--- config.mk ---
export PLATFORM = sky130hd
export DESIGN_NAME = z80fi_collector
export DESIGN_NICKNAME = d
export VERILOG_FILES = /design/src/rtl/z80fi_collector.sv
export SDC_FILE = /design/constraint.sdc
export NUM_CORES = 1
export LEC_CHECK = 0
export CAP_MARGIN = 20
export CORE_ASPECT_RATIO = 0.8
export CORE_UTILIZATION = 50
export CTS_BUF_LIST = sky130_fd_sc_hd__clkbuf_2 sky130_fd_sc_hd__clkbuf_4 sky130_fd_sc_hd__clkbuf_8
export DETAILED_ROUTE_END_ITERATION = 8
export PLACE_DENSITY = 0.78
export SLEW_MARGIN = 20
export SYNTH_ARGS = -nofsm -noshare
export SYNTH_HDL_FRONTEND = slang
export SYNTH_SLANG_ARGS = --single-unit
--- constraint.sdc ---
create_clock -name clk -period 3.77 [get_ports clk]
set_input_delay 0.754 -clock clk [delete_from_list [all_inputs] [get_ports clk]]
set_output_delay 0.754 -clock clk [all_outputs]
set_load 0.01 [all_outputs]
--- src/rtl/z80fi_collector.sv ---
// Z80FI retirement-packet producer: accumulates per-cycle datapath events
// for one instruction and emits a registered single-cycle packet at retire.
`ifndef REG_SELECT
`define REG_SELECT [3:0]
`endif

module z80fi_collector (
    input  logic              clk,
    input  logic              reset,
    input  logic              ev_start,
    input  logic [15:0]       ev_pc,
    input  logic              ev_fetch,
    input  logic [7:0]        ev_fetch_data,
    input  logic              ev_rrd,
    input  logic `REG_SELECT  ev_rrd_num,
    input  logic [15:0]       ev_rrd_data,
    input  logic              ev_rwr,
    input  logic `REG_SELECT  ev_rwr_num,
    input  logic [15:0]       ev_rwr_data,
    input  logic              ev_mrd,
    input  logic [15:0]       ev_mrd_addr,
    input  logic [7:0]        ev_mrd_data,
    input  logic              ev_mwr,
    input  logic [15:0]       ev_mwr_addr,
    input  logic [7:0]        ev_mwr_data,
    input  logic              ev_done,
    input  logic [15:0]       ev_next_pc,
    output logic              z80fi_valid,
    output logic [31:0]       z80fi_insn,
    output logic [2:0]        z80fi_insn_len,
    output logic [15:0]       z80fi_pc_rdata,
    output logic [15:0]       z80fi_pc_wdata,
    output logic              z80fi_reg1_rd,
    output logic `REG_SELECT  z80fi_reg1_rnum,
    output logic [15:0]       z80fi_reg1_rdata,
    output logic              z80fi_reg2_rd,
    output logic `REG_SELECT  z80fi_reg2_rnum,
    output logic [15:0]       z80fi_reg2_rdata,
    output logic              z80fi_reg_wr,
    output logic `REG_SELECT  z80fi_reg_wnum,
    output logic [15:0]       z80fi_reg_wdata,
    output logic              z80fi_mem_rd,
    output logic [15:0]       z80fi_mem_raddr,
    output logic [7:0]        z80fi_mem_rdata,
    output logic              z80fi_mem_rd2,
    output logic [15:0]       z80fi_mem_raddr2,
    output logic [7:0]        z80fi_mem_rdata2,
    output logic              z80fi_mem_wr,
    output logic [15:0]       z80fi_mem_waddr,
    output logic [7:0]        z80fi_mem_wdata,
    output logic              z80fi_mem_wr2,
    output logic [15:0]       z80fi_mem_waddr2,
    output logic [7:0]        z80fi_mem_wdata2,
    output logic              z80fi_err
);

    typedef enum logic {IDLE, COLLECT} state_t;

    typedef struct packed {
        logic [31:0]      insn;
        logic [2:0]       len;
        logic [15:0]      pc_rdata;
        logic             reg1_rd;
        logic `REG_SELECT reg1_rnum;
        logic [15:0]      reg1_rdata;
        logic             reg2_rd;
        logic `REG_SELECT reg2_rnum;
        logic [15:0]      reg2_rdata;
        logic             reg_wr;
        logic `REG_SELECT reg_wnum;
        logic [15:0]      reg_wdata;
        logic             mem_rd;
        logic [15:0]      mem_raddr;
        logic [7:0]       mem_rdata;
        logic             mem_rd2;
        logic [15:0]      mem_raddr2;
        logic [7:0]       mem_rdata2;
        logic             mem_wr;
        logic [15:0]      mem_waddr;
        logic [7:0]       mem_wdata;
        logic             mem_wr2;
        logic [15:0]      mem_waddr2;
        logic [7:0]       mem_wdata2;
    } acc_t;

    state_t      state_reg, state_next;
    acc_t        acc_reg, acc_next;
    logic        ovf_reg, ovf_next;
    acc_t        out_reg;
    logic [15:0] pc_wdata_reg;
    logic        valid_reg, err_reg;

    acc_t        emit_src;
    logic        emit_ovf;
    logic        retire;
    logic        abandon;

    always_comb begin
        state_next = state_reg;
        acc_next   = acc_reg;
        ovf_next   = ovf_reg;

        if (ev_start) begin
            acc_next          = '0;
            acc_next.pc_rdata = ev_pc;
            ovf_next          = 1'b0;
            state_next        = COLLECT;
        end else if (state_reg == COLLECT && ev_done) begin
            state_next = IDLE;
        end

        if (ev_start || state_reg == COLLECT) begin
            if (ev_fetch) begin
                if (!acc_next.len[2]) begin
                    acc_next.insn[{acc_next.len[1:0], 3'b000} +: 8] = ev_fetch_data;
                    acc_next.len = acc_next.len + 3'd1;
                end else begin
                    ovf_next = 1'b1;
                end
            end
            if (ev_rrd) begin
                if (!acc_next.reg1_rd) begin
                    acc_next.reg1_rd    = 1'b1;
                    acc_next.reg1_rnum  = ev_rrd_num;
                    acc_next.reg1_rdata = ev_rrd_data;
                end else if (!acc_next.reg2_rd) begin
                    acc_next.reg2_rd    = 1'b1;
                    acc_next.reg2_rnum  = ev_rrd_num;
                    acc_next.reg2_rdata = ev_rrd_data;
                end else begin
                    ovf_next = 1'b1;
                end
            end
            if (ev_rwr) begin
                if (!acc_next.reg_wr) begin
                    acc_next.reg_wr    = 1'b1;
                    acc_next.reg_wnum  = ev_rwr_num;
                    acc_next.reg_wdata = ev_rwr_data;
                end else begin
                    ovf_next = 1'b1;
                end
            end
            if (ev_mrd) begin
                if (!acc_next.mem_rd) begin
                    acc_next.mem_rd    = 1'b1;
                    acc_next.mem_raddr = ev_mrd_addr;
                    acc_next.mem_rdata = ev_mrd_data;
                end else if (!acc_next.mem_rd2) begin
                    acc_next.mem_rd2    = 1'b1;
                    acc_next.mem_raddr2 = ev_mrd_addr;
                    acc_next.mem_rdata2 = ev_mrd_data;
                end else begin
                    ovf_next = 1'b1;
                end
            end
            if (ev_mwr) begin
                if (!acc_next.mem_wr) begin
                    acc_next.mem_wr    = 1'b1;
                    acc_next.mem_waddr = ev_mwr_addr;
                    acc_next.mem_wdata = ev_mwr_data;
                end else if (!acc_next.mem_wr2) begin
                    acc_next.mem_wr2    = 1'b1;
                    acc_next.mem_waddr2 = ev_mwr_addr;
                    acc_next.mem_wdata2 = ev_mwr_data;
                end else begin
                    ovf_next = 1'b1;
                end
            end
        end

        // With a same-cycle start, this cycle's events belong to the new
        // instruction, so the retiring packet comes from the held state.
        emit_src = ev_start ? acc_reg : acc_next;
        emit_ovf = ev_start ? ovf_reg : ovf_next;
        retire   = (state_reg == COLLECT) && ev_done;
        abandon  = (state_reg == COLLECT) && ev_start && !ev_done;
    end

    always_ff @(posedge clk) begin
        if (reset) begin
            state_reg    <= IDLE;
            acc_reg      <= '0;
            ovf_reg      <= 1'b0;
            out_reg      <= '0;
            pc_wdata_reg <= 16'h0000;
            valid_reg    <= 1'b0;
            err_reg      <= 1'b0;
        end else begin
            state_reg <= state_next;
            acc_reg   <= acc_next;
            ovf_reg   <= ovf_next;
            valid_reg <= retire && !emit_ovf;
            err_reg   <= abandon || (retire && emit_ovf);
            if (retire && !emit_ovf) begin
                out_reg      <= emit_src;
                pc_wdata_reg <= ev_next_pc;
            end
        end
    end

    assign z80fi_valid      = valid_reg;
    assign z80fi_err        = err_reg;
    assign z80fi_insn       = out_reg.insn;
    assign z80fi_insn_len   = out_reg.len;
    assign z80fi_pc_rdata   = out_reg.pc_rdata;
    assign z80fi_pc_wdata   = pc_wdata_reg;
    assign z80fi_reg1_rd    = out_reg.reg1_rd;
    assign z80fi_reg1_rnum  = out_reg.reg1_rnum;
    assign z80fi_reg1_rdata = out_reg.reg1_rdata;
    assign z80fi_reg2_rd    = out_reg.reg2_rd;
    assign z80fi_reg2_rnum  = out_reg.reg2_rnum;
    assign z80fi_reg2_rdata = out_reg.reg2_rdata;
    assign z80fi_reg_wr     = out_reg.reg_wr;
    assign z80fi_reg_wnum   = out_reg.reg_wnum;
    assign z80fi_reg_wdata  = out_reg.reg_wdata;
    assign z80fi_mem_rd     = out_reg.mem_rd;
    assign z80fi_mem_raddr  = out_reg.mem_raddr;
    assign z80fi_mem_rdata  = out_reg.mem_rdata;
    assign z80fi_mem_rd2    = out_reg.mem_rd2;
    assign z80fi_mem_raddr2 = out_reg.mem_raddr2;
    assign z80fi_mem_rdata2 = out_reg.mem_rdata2;
    assign z80fi_mem_wr     = out_reg.mem_wr;
    assign z80fi_mem_waddr  = out_reg.mem_waddr;
    assign z80fi_mem_wdata  = out_reg.mem_wdata;
    assign z80fi_mem_wr2    = out_reg.mem_wr2;
    assign z80fi_mem_waddr2 = out_reg.mem_waddr2;
    assign z80fi_mem_wdata2 = out_reg.mem_wdata2;

endmodule

==> results of run 1 <==
-- worst reg2reg max path: stages, from the launching register on --
cell and delay, ps:
dfxtp_1 510, nand2_1 210, ha_1 450, nor2b_1 200, nor2b_1 580, nand4_1 170, a311oi_1 320
-- logic make-up (layout without fill, tap and decap cells) --
| kind of cell | Yosys count | after routing | share of synthesized area |
|---|---|---|---|
| XOR/XNOR | 1 | 1 | 0.0004653 |
| adder cells (fa/ha/maj) | 6 | 6 | 0.003987 |
| AND/OR/NAND/NOR | 436 | 436 | 0.1133 |
| flip-flops | 448 | 448 | 0.4763 |
| buffers and inverters | 209 | 529 | 0.05728 |
| AO/OA/AOI/OAI | 601 | 601 | 0.2039 |
| other | 0 | 3 | 0 |
| multiplexers | 272 | 272 | 0.1447 |
-- cells in the mapped netlist, drive strengths merged, types with 3 or more instances --
library cell	n	area, um^2
a211oi	181	1364
a21oi	249	1250
a22oi	103	773.2
a311oi	17	148.9
a31oi	4	25.02
and2	8	50.05
and3	3	18.77
and3b	6	52.55
and4b	4	40.04
buf	115	724.4
clkbuf	87	327.8
dfxtp	448	8969
ha	6	75.07
inv	6	22.52
mux2i	270	2703
nand2	36	135.1
nand2b	4	25.02
nand3	39	195.2
nand4	14	87.58
nor2	211	799.5
nor2b	100	625.6
o211ai	3	27.52
o21ai	38	197.7
-- area by class of cell --
type	count	area [um^2]
antenna	3	7.507
clock buffer	110	1351
clock inverter	6	66.31
fill	2968	13060
inverter	7	26.28
multi-input combinational	1316	8830
sequential	448	8969
tap	487	609.3
timing repair buffer	406	4125
-- final timing paths --
path / end / start / slack (ps)
worst max-delay path: z80fi_insn[16] / ev_start / 1200
worst min-delay path: acc_reg[211] / acc_reg[211] / 460
worst max register to register: z80fi_insn[16] / acc_reg[179] / 1240
worst min register to register: acc_reg[211] / acc_reg[211] / 460
-- per-stage QoR --
stage	instances	hold WS [ps]	utilization
6_report	2783	462.4	0.6474
2_1_floorplan	1973	436.6	-
5_1_grt	2783	484.4	0.6474
3_3_place_gp	2664	444.0	0.6089
3_5_place_dp	2664	451.1	0.6089
4_1_cts	2780	461.4	0.6472
-- power by group through the flow --
stage	Sequential [mW]	Clock (mW)	Combinational [mW]
floorplan	5.18	0	0.631
global placement	5.14	0	1.28
detailed placement	5.15	0	1.31
CTS	5.05	4.26	1.32
global route	5.07	4.49	1.42
finish	5.05	4.19	1.32
-- placed cells by master, fill, tap and decap left out, types with 39 or more instances in the layout --
master and n:
dfxtp_1 448, clkdlybuf4s50_1 366, mux2i_1 270, a21oi_1 245, nor2_1 210, a211oi_1 180
a22oi_1 103, nor2b_1 100, clkbuf_8 84, nand3_1 39
-- layer usage --
metal | GRT usage | wire length, um | up-vias
li1 | - | - | 7698
met1 | 0.3862 | 24500 | 7862
met2 | 0.4276 | 24700 | 591
met3 | 0.05939 | 3970 | 115
met4 | 0.1013 | 1513 | 0
met5 | 0 | 0 | -
==> results.toml, run 1 <==
[routing]
antenna_left = 0
wl_per_cell_um = 19.65
vias = 16270
drt_wl_total_um = 54680
dr.pass1.iters = 6
viasPerCell = 5.845
drc_errors = 0
first_iter_violations = 1271

[clocking]
postCtsSetupRepairBufs = 0
root_buffer = "clkbuf_8"
h-tree-depth = 3
clkSlewWorstSetupHoldPaths_ps = 70
clk_latency_ps = 610
clock-sinks = 448
numCtsBuffers = 71
cts_hold_buf = 0
tritoncts = "done"
cts.repair.resized = 0
clockBufferDepth = 3

[layout]
fin_area_um2 = 23980
drive_above_1_share = 0.07806
largest_reg_flops = 214
area.growth.synth_to_final_pct = 27.39
fin_nets = 2393

[global_routing]
grt_max_degree = 132
grt_pass1_vias = 15850
antenna_found_initial = 3
overflow = 0
grt_usage = 0.2792
grt_pass1_wl_um = 86890

[worst_setup_path]
crit_buf_inv = 2
cp-end-kind = "flip-flop"
cpMaxStageDelayCell = "nor2b_1"
slowest_delay_ps = 580
crit_required_ps = 4270
cpMostUsedCell = "nor2b_1"
cp.depth = 8
critical_path_class = "in -> reg"
cp_cell_sequence = "buf_6 -> clkinv_1 -> nand2_1 -> ha_1 -> nor2b_1 -> nor2b_1 -> nand4_1 -> a311oi_1"
r2r_cells = 6
cp_max_fo = 47
cp_top_family = "simple AND/OR/NAND/NOR gates"
startpoint_type = "primary input"
cp_data_arrival_time_ps = 3070

[sta]
hold_violations = 0
fin_ws_ps = 1200
grt_setup_unrepaired = "no"
setup_violations = 0
fin_crit_sh = 0.6817
relSlewSlack = 0.2940
finalCriticalPeriod_ps = 2570
max_freq_mhz = 389.1
skew_ps = 21.15
timing.setup.tns_ps = 0
drv_slew = 0
worst_pin_slew_ps = 1059

[worst_hold_path]
holdCritPathClass = "reg -> reg"
hold_depth = 2

[placed_design]
dp_worst_setup_slack_ps = 601.0
place_area_um2 = 22560
io_buffers = 368
gp_congestion = 0.8054
place.detailed.hpwl_um = 34480

[run_status]
status = "finished, final reports clean"

[power_and_ir_drop]
p_total_mw = 10.57
p_sw_frac = 0.2525
p_switching_mw = 2.668
ir_drop_v = 0.0002756
cellInternalPower_mw = 7.899
p_comb_frac = 0.125
sequentialPowerShare = 0.478
clock_power_share = 0.397
powerDensity_nw_per_um2 = 440.5
leakagePower_nw = 8.360

[die]
die-area_um2 = 38440
core_region_area_um2 = 37050
ios = 369
rows = 63
dieHeight_um = 175.6
start_util = 0.5082
die_w_um = 219.0

[synth]
synth_nets = 2116
synth.distinct_cells = 48
yosysWarnings = 0
async_flop_share = 0
synth_flop_cell = "dfxtp_1"
ys_seq_area_frac = 0.4763
synthCells = 1973
synth_seq_cells = 448
synth_edf_count = 0
syn_area_um2 = 18830
synth_area_per_cell_um2 = 9.543

[run]
max_cap_viol_count = 0
(Power assumes the default switching activity.)
==> run 2, diff against run 1 <==
==> constraint.sdc (replaced) <==
create_clock -name clk -period 2.5 [get_ports clk]
set_input_delay 0.5 -clock clk [delete_from_list [all_inputs] [get_ports clk]]
set_output_delay 0.5 -clock clk [all_outputs]
set_load 0.01 [all_outputs]
==> run 2 against run 1 <==
  * Non-clock buffer count grew 17
  * Register-to-register slack lost 1000 ps
  * Count of clock-buffer cells in the layout shrank 6
  * Worst hold slack lost 140 ps
  * Routed wire length grew 0.20%
  * Highest routed layer unchanged
  * Via count grew 0.93%
  * Combinational power grew 55%
==> results.toml, run 2 (synthesized netlist as in run 1, its figures left out) <==
[run_status]
status = "finished, final reports clean"

[sta]
hold_violations = 0
finalCriticalPeriod_ps = 2259
skew_ps = 21.77
drv_slew = 0
relSlewSlack = 0.2697
worst_pin_slew_ps = 1091
grt_setup_unrepaired = "no"
timing.setup.tns_ps = 0
fin_crit_sh = 0.9035
max_freq_mhz = 442.7
setup_violations = 0

[routing]
antenna_left = 0
viasPerCell = 5.853
first_iter_violations = 1238
wl_per_cell_um = 19.53
vias = 16420
dr.pass1.iters = 5
drt_wl_total_um = 54790
drc_errors = 0

[layout]
largest_reg_flops = 214
area.growth.synth_to_final_pct = 29.44
final_common_cell = "dfxtp_1"
fin_nets = 2411
fillers = 2913
utilization = 0.6578
fin_area_um2 = 24370
most-common-layout-cells = "448 x dfxtp_1, 366 x clkdlybuf4s50_1, 270 x mux2i_1"
drive_above_1_share = 0.08726

[die]
ios = 369
dieHeight_um = 175.6
rows = 63
die_w_um = 219.0
core_region_area_um2 = 37050
start_util = 0.5082
die-area_um2 = 38440

[clocking]
tritoncts = "done"
clockBufferDepth = 3
clk_latency_ps = 620
clock-sinks = 448
clkSlewWorstSetupHoldPaths_ps = 60
h-tree-depth = 3
postCtsSetupRepairBufs = 0
cts.repair.resized = 0
cts_hold_buf = 0
numCtsBuffers = 72
root_buffer = "clkbuf_8"

[worst_setup_path]
critical_path_class = "reg -> reg"
cp_data_arrival_time_ps = 2770
r2r_slack_ps = 240
startpoint_type = "flip-flop"
cp_max_fo = 8
crit_required_ps = 3010
cp-end-kind = "flip-flop"

[placed_design]
gp_congestion = 0.8426
place.detailed.hpwl_um = 34680
io_buffers = 368
place_area_um2 = 22870

[global_routing]
antenna_found_initial = 3
overflow = 0
grt_pass1_vias = 16180
grt_pass1_wl_um = 86690
grt_max_degree = 93
grt_usage = 0.2782

[worst_hold_path]
holdCritPathClass = "in -> reg"

[run]
max_cap_viol_count = 0

[power_and_ir_drop]
p_total_mw = 16.14
ir_drop_v = 0.0004382
powerDensity_nw_per_um2 = 662.1
leakagePower_nw = 8.550
## run 2: metal layers
layer  vias to the layer above  GRT usage  part of all wire
met4                         0     0.1097             0.026
met5                         -          0                 0
met3                       106    0.05212             0.065
li1                       7721          -                 -
met1                      7978     0.3781              0.44
met2                       612     0.4353              0.47
## run 2: path summary, 6_finish.rpt
path | from | end | depth (start not counted)
min reg2reg | acc_reg[164] | z80fi_pc_rdata[1] | 2
max reg2reg | acc_reg[179] | z80fi_insn[2] | 6
max | acc_reg[179] | z80fi_insn[2] | 6
min | reset | acc_reg[76] | 2
## run 2: layout make-up
class	instances	area, um^2	area share
Clock inverter	17	155.1	0.006366
Multi-Input combinational cell	1316	8830	0.3623
Timing Repair Buffer	423	4461	0.1830
Inverter	7	27.53	0.001129
Sequential cell	448	8969	0.3680
Clock buffer	104	1313	0.05386
Tap cell	487	609.3	0.02500
Antenna cell	3	7.507	0.0003080
## run 2: per-stage QoR
stage | worst slack (ps) | hold WS, ps | cells
floorplan | 39.98 | 436.6 | 1973
detailed placement | 78.11 | 456.3 | 2680
global placement | 144.1 | 442.7 | 2680
global route | 112.6 | 305.7 | 2805
CTS | 274.2 | 269.0 | 2801
finish | 241.2 | 319.8 | 2805
## run 2: power by group
group | internal (mW) | switching (mW)
clock | 3.59 | 2.89
sequential | 7.44 | 0.178
combinational | 0.992 | 1.05
## run 2: critical path, stage by stage, from the launching register on
cell      delay (ps)
dfxtp_1          500
nand2_1          140
ha_1             420
and4b_1          380
and3b_1          330
a22oi_1          140
a211oi_1         260
==> run 3, diff against run 2 <==
--- a/config.mk
+++ b/config.mk
@@ -11,7 +11,6 @@
 export CTS_BUF_LIST = sky130_fd_sc_hd__clkbuf_2 sky130_fd_sc_hd__clkbuf_4 sky130_fd_sc_hd__clkbuf_8
 export DETAILED_ROUTE_END_ITERATION = 8
 export PLACE_DENSITY = 0.78
-export SLEW_MARGIN = 20
 export SYNTH_ARGS = -nofsm -noshare
 export SYNTH_HDL_FRONTEND = slang
 export SYNTH_SLANG_ARGS = --single-unit
==> constraint.sdc (replaced) <==
create_clock -name clk -period 2.9 [get_ports clk]
set_input_delay 0.58 -clock clk [delete_from_list [all_inputs] [get_ports clk]]
set_output_delay 0.58 -clock clk [all_outputs]
set_load 0.01 [all_outputs]
==> run 3 against run 2 <==
  * Worst setup slack gained 130 ps
  * Sequential power shrank 14%
  * Fmax shrank 11%
  * Sequential share of layout area grew 0.15 points
==> results.toml, run 3 (synthesized netlist as in run 1, its figures left out) <==
[routing]
first_iter_violations = 1350
drt_wl_total_um = 55700
drc_errors = 0
vias = 16460
antenna_left = 0
dr.pass1.iters = 5
wl_per_cell_um = 19.86
viasPerCell = 5.866

[power_and_ir_drop]
leakagePower_nw = 8.512
clock_power_share = 0.410
powerDensity_nw_per_um2 = 580.7
cellInternalPower_mw = 10.51
p_comb_frac = 0.124
sequentialPowerShare = 0.466
p_sw_frac = 0.2543
p_switching_mw = 3.585
ir_drop_v = 0.0003647

[run]
max_cap_viol_count = 0

[layout]
final_common_cell = "dfxtp_1"
area.growth.synth_to_final_pct = 28.93
drive_above_1_share = 0.08761
regArea_um2 = 8969
most-common-layout-cells = "448 x dfxtp_1, 366 x clkdlybuf4s50_1, 270 x mux2i_1"
fillers = 3007
multiInputGateArea_um2 = 8830
fin_nets = 2407
largest_reg_flops = 214

[worst_hold_path]
hp-start = "reset"
hold-path-endpoint = "acc_reg[75]"
holdCritPathClass = "in -> reg"
hold_depth = 2

[worst_setup_path]
cp-end-kind = "flip-flop"
cp_max_fo = 8
startpoint_type = "flip-flop"
r2r_cells = 6
rr_startpoint = "acc_reg[179]"
crit_required_ps = 3390
r2r_slack_ps = 370
worstReg2RegEnd = "z80fi_insn[22]"
critical_path_class = "reg -> reg"
cp_data_arrival_time_ps = 3010

[clocking]
cts.repair.resized = 0
numCtsBuffers = 73
postCtsSetupRepairBufs = 0
root_buffer = "clkbuf_8"
clock-sinks = 448
clk_latency_ps = 610
clockBufferDepth = 3
cts_hold_buf = 0
h-tree-depth = 3
clkSlewWorstSetupHoldPaths_ps = 60
tritoncts = "done"

[sta]
max_freq_mhz = 395.8
drv_slew = 0
skew_ps = 16.13
finalCriticalPeriod_ps = 2527
setup_violations = 0
fin_crit_sh = 0.8713
grt_setup_unrepaired = "no"
relSlewSlack = 0.2575
hold-worst-slack_ps = 417.9
worst_pin_slew_ps = 1114
fin_ws_ps = 373.2
timing.setup.tns_ps = 0
hold_violations = 0

[global_routing]
grt_max_degree = 94
antenna_found_initial = 1
grt_pass1_vias = 15990
overflow = 0
grt_usage = 0.2804
grt_pass1_wl_um = 87080

[placed_design]
io_buffers = 368
dp_worst_setup_slack_ps = 243.8
gp_congestion = 0.8663
place.detailed.hpwl_um = 35180

[die]
core_region_area_um2 = 37050
die-area_um2 = 38440
ios = 369
rows = 63
start_util = 0.5082
die_w_um = 219.0
dieHeight_um = 175.6

[run_status]
status = "finished, final reports clean"
run 3: cell types whose count changed in the layout (fill, tap and decap cells not counted):
| cell | delta |
|---|---|
| buf_12 | -9 |
| buf_16 | -1 |
| diode_2 | -2 |
| inv_6 | -4 |
| buf_4 | +5 |
| clkbuf_8 | +8 |
| bufinv_16 | -1 |
| clkinvlp_4 | +2 |
| clkinv_2 | -3 |
| clkinv_1 | +1 |
| clkbuf_4 | +4 |
run 3: final cells by class:
type | instances | share of cell area
diodes | 1 | 0.0001031
clock buffers | 116 | 0.05984
clock inverters | 12 | 0.003917
inverters | 7 | 0.001082
multi-input cells | 1316 | 0.3637
flip-flops and latches | 448 | 0.3695
well taps | 487 | 0.02510
repair buffers | 418 | 0.1767
run 3: worst max path at each step:
stage / startpoint / endpoint / cells after the start
floorplan: ev_start / z80fi_insn[0] / 10
detailed placement: ev_rwr / z80fi_reg_wdata[7] / 6
CTS: acc_reg[179] / z80fi_insn[16] / 6
finish: acc_reg[179] / z80fi_insn[22] / 6
global route: acc_reg[179] / z80fi_insn[17] / 6
global placement: ev_start / z80fi_insn[21] / 8
run 3: worst max-delay path: stages (launching register included):
cell	delay, ps
dfxtp_1	500
nand2_1	200
ha_1	460
nor2b_1	200
nor2b_1	560
nand4_1	160
a311oi_1	330
run 3: power groups by stage:
stage | clock network (mW) | logic (mW) | registers (mW)
after floorplan | 0 | 0.821 | 6.74
after global placement | 0 | 1.69 | 6.69
after detailed placement | 0 | 1.73 | 6.69
after CTS | 5.89 | 1.74 | 6.57
after global routing | 6.18 | 1.87 | 6.59
final | 5.78 | 1.75 | 6.57
run 3: stage by stage:
stage / cells / instance area [um^2] / power [mW] / util
4_1_cts: 2804 / 24270 / 14.19 / 0.6552
6_report: 2805 / 24270 / 14.10 / 0.6552
3_5_place_dp: 2676 / 22720 / 8.426 / 0.6134
5_1_grt: 2805 / 24270 / 14.64 / 0.6552
3_3_place_gp: 2676 / 22720 / 8.378 / 0.6134
2_1_floorplan: 1973 / 18830 / 7.559 / -
run 3: per-layer routing:
layer  part of all wire  up-vias  global-route usage  wire [um]
met5                  0        -                   0          0
met3              0.074      124             0.05766       4117
met2               0.45      612              0.4354      25270
li1                   -     7735                   -          -
met1               0.44     7984              0.3832      24630
met4              0.030        0              0.1045       1688
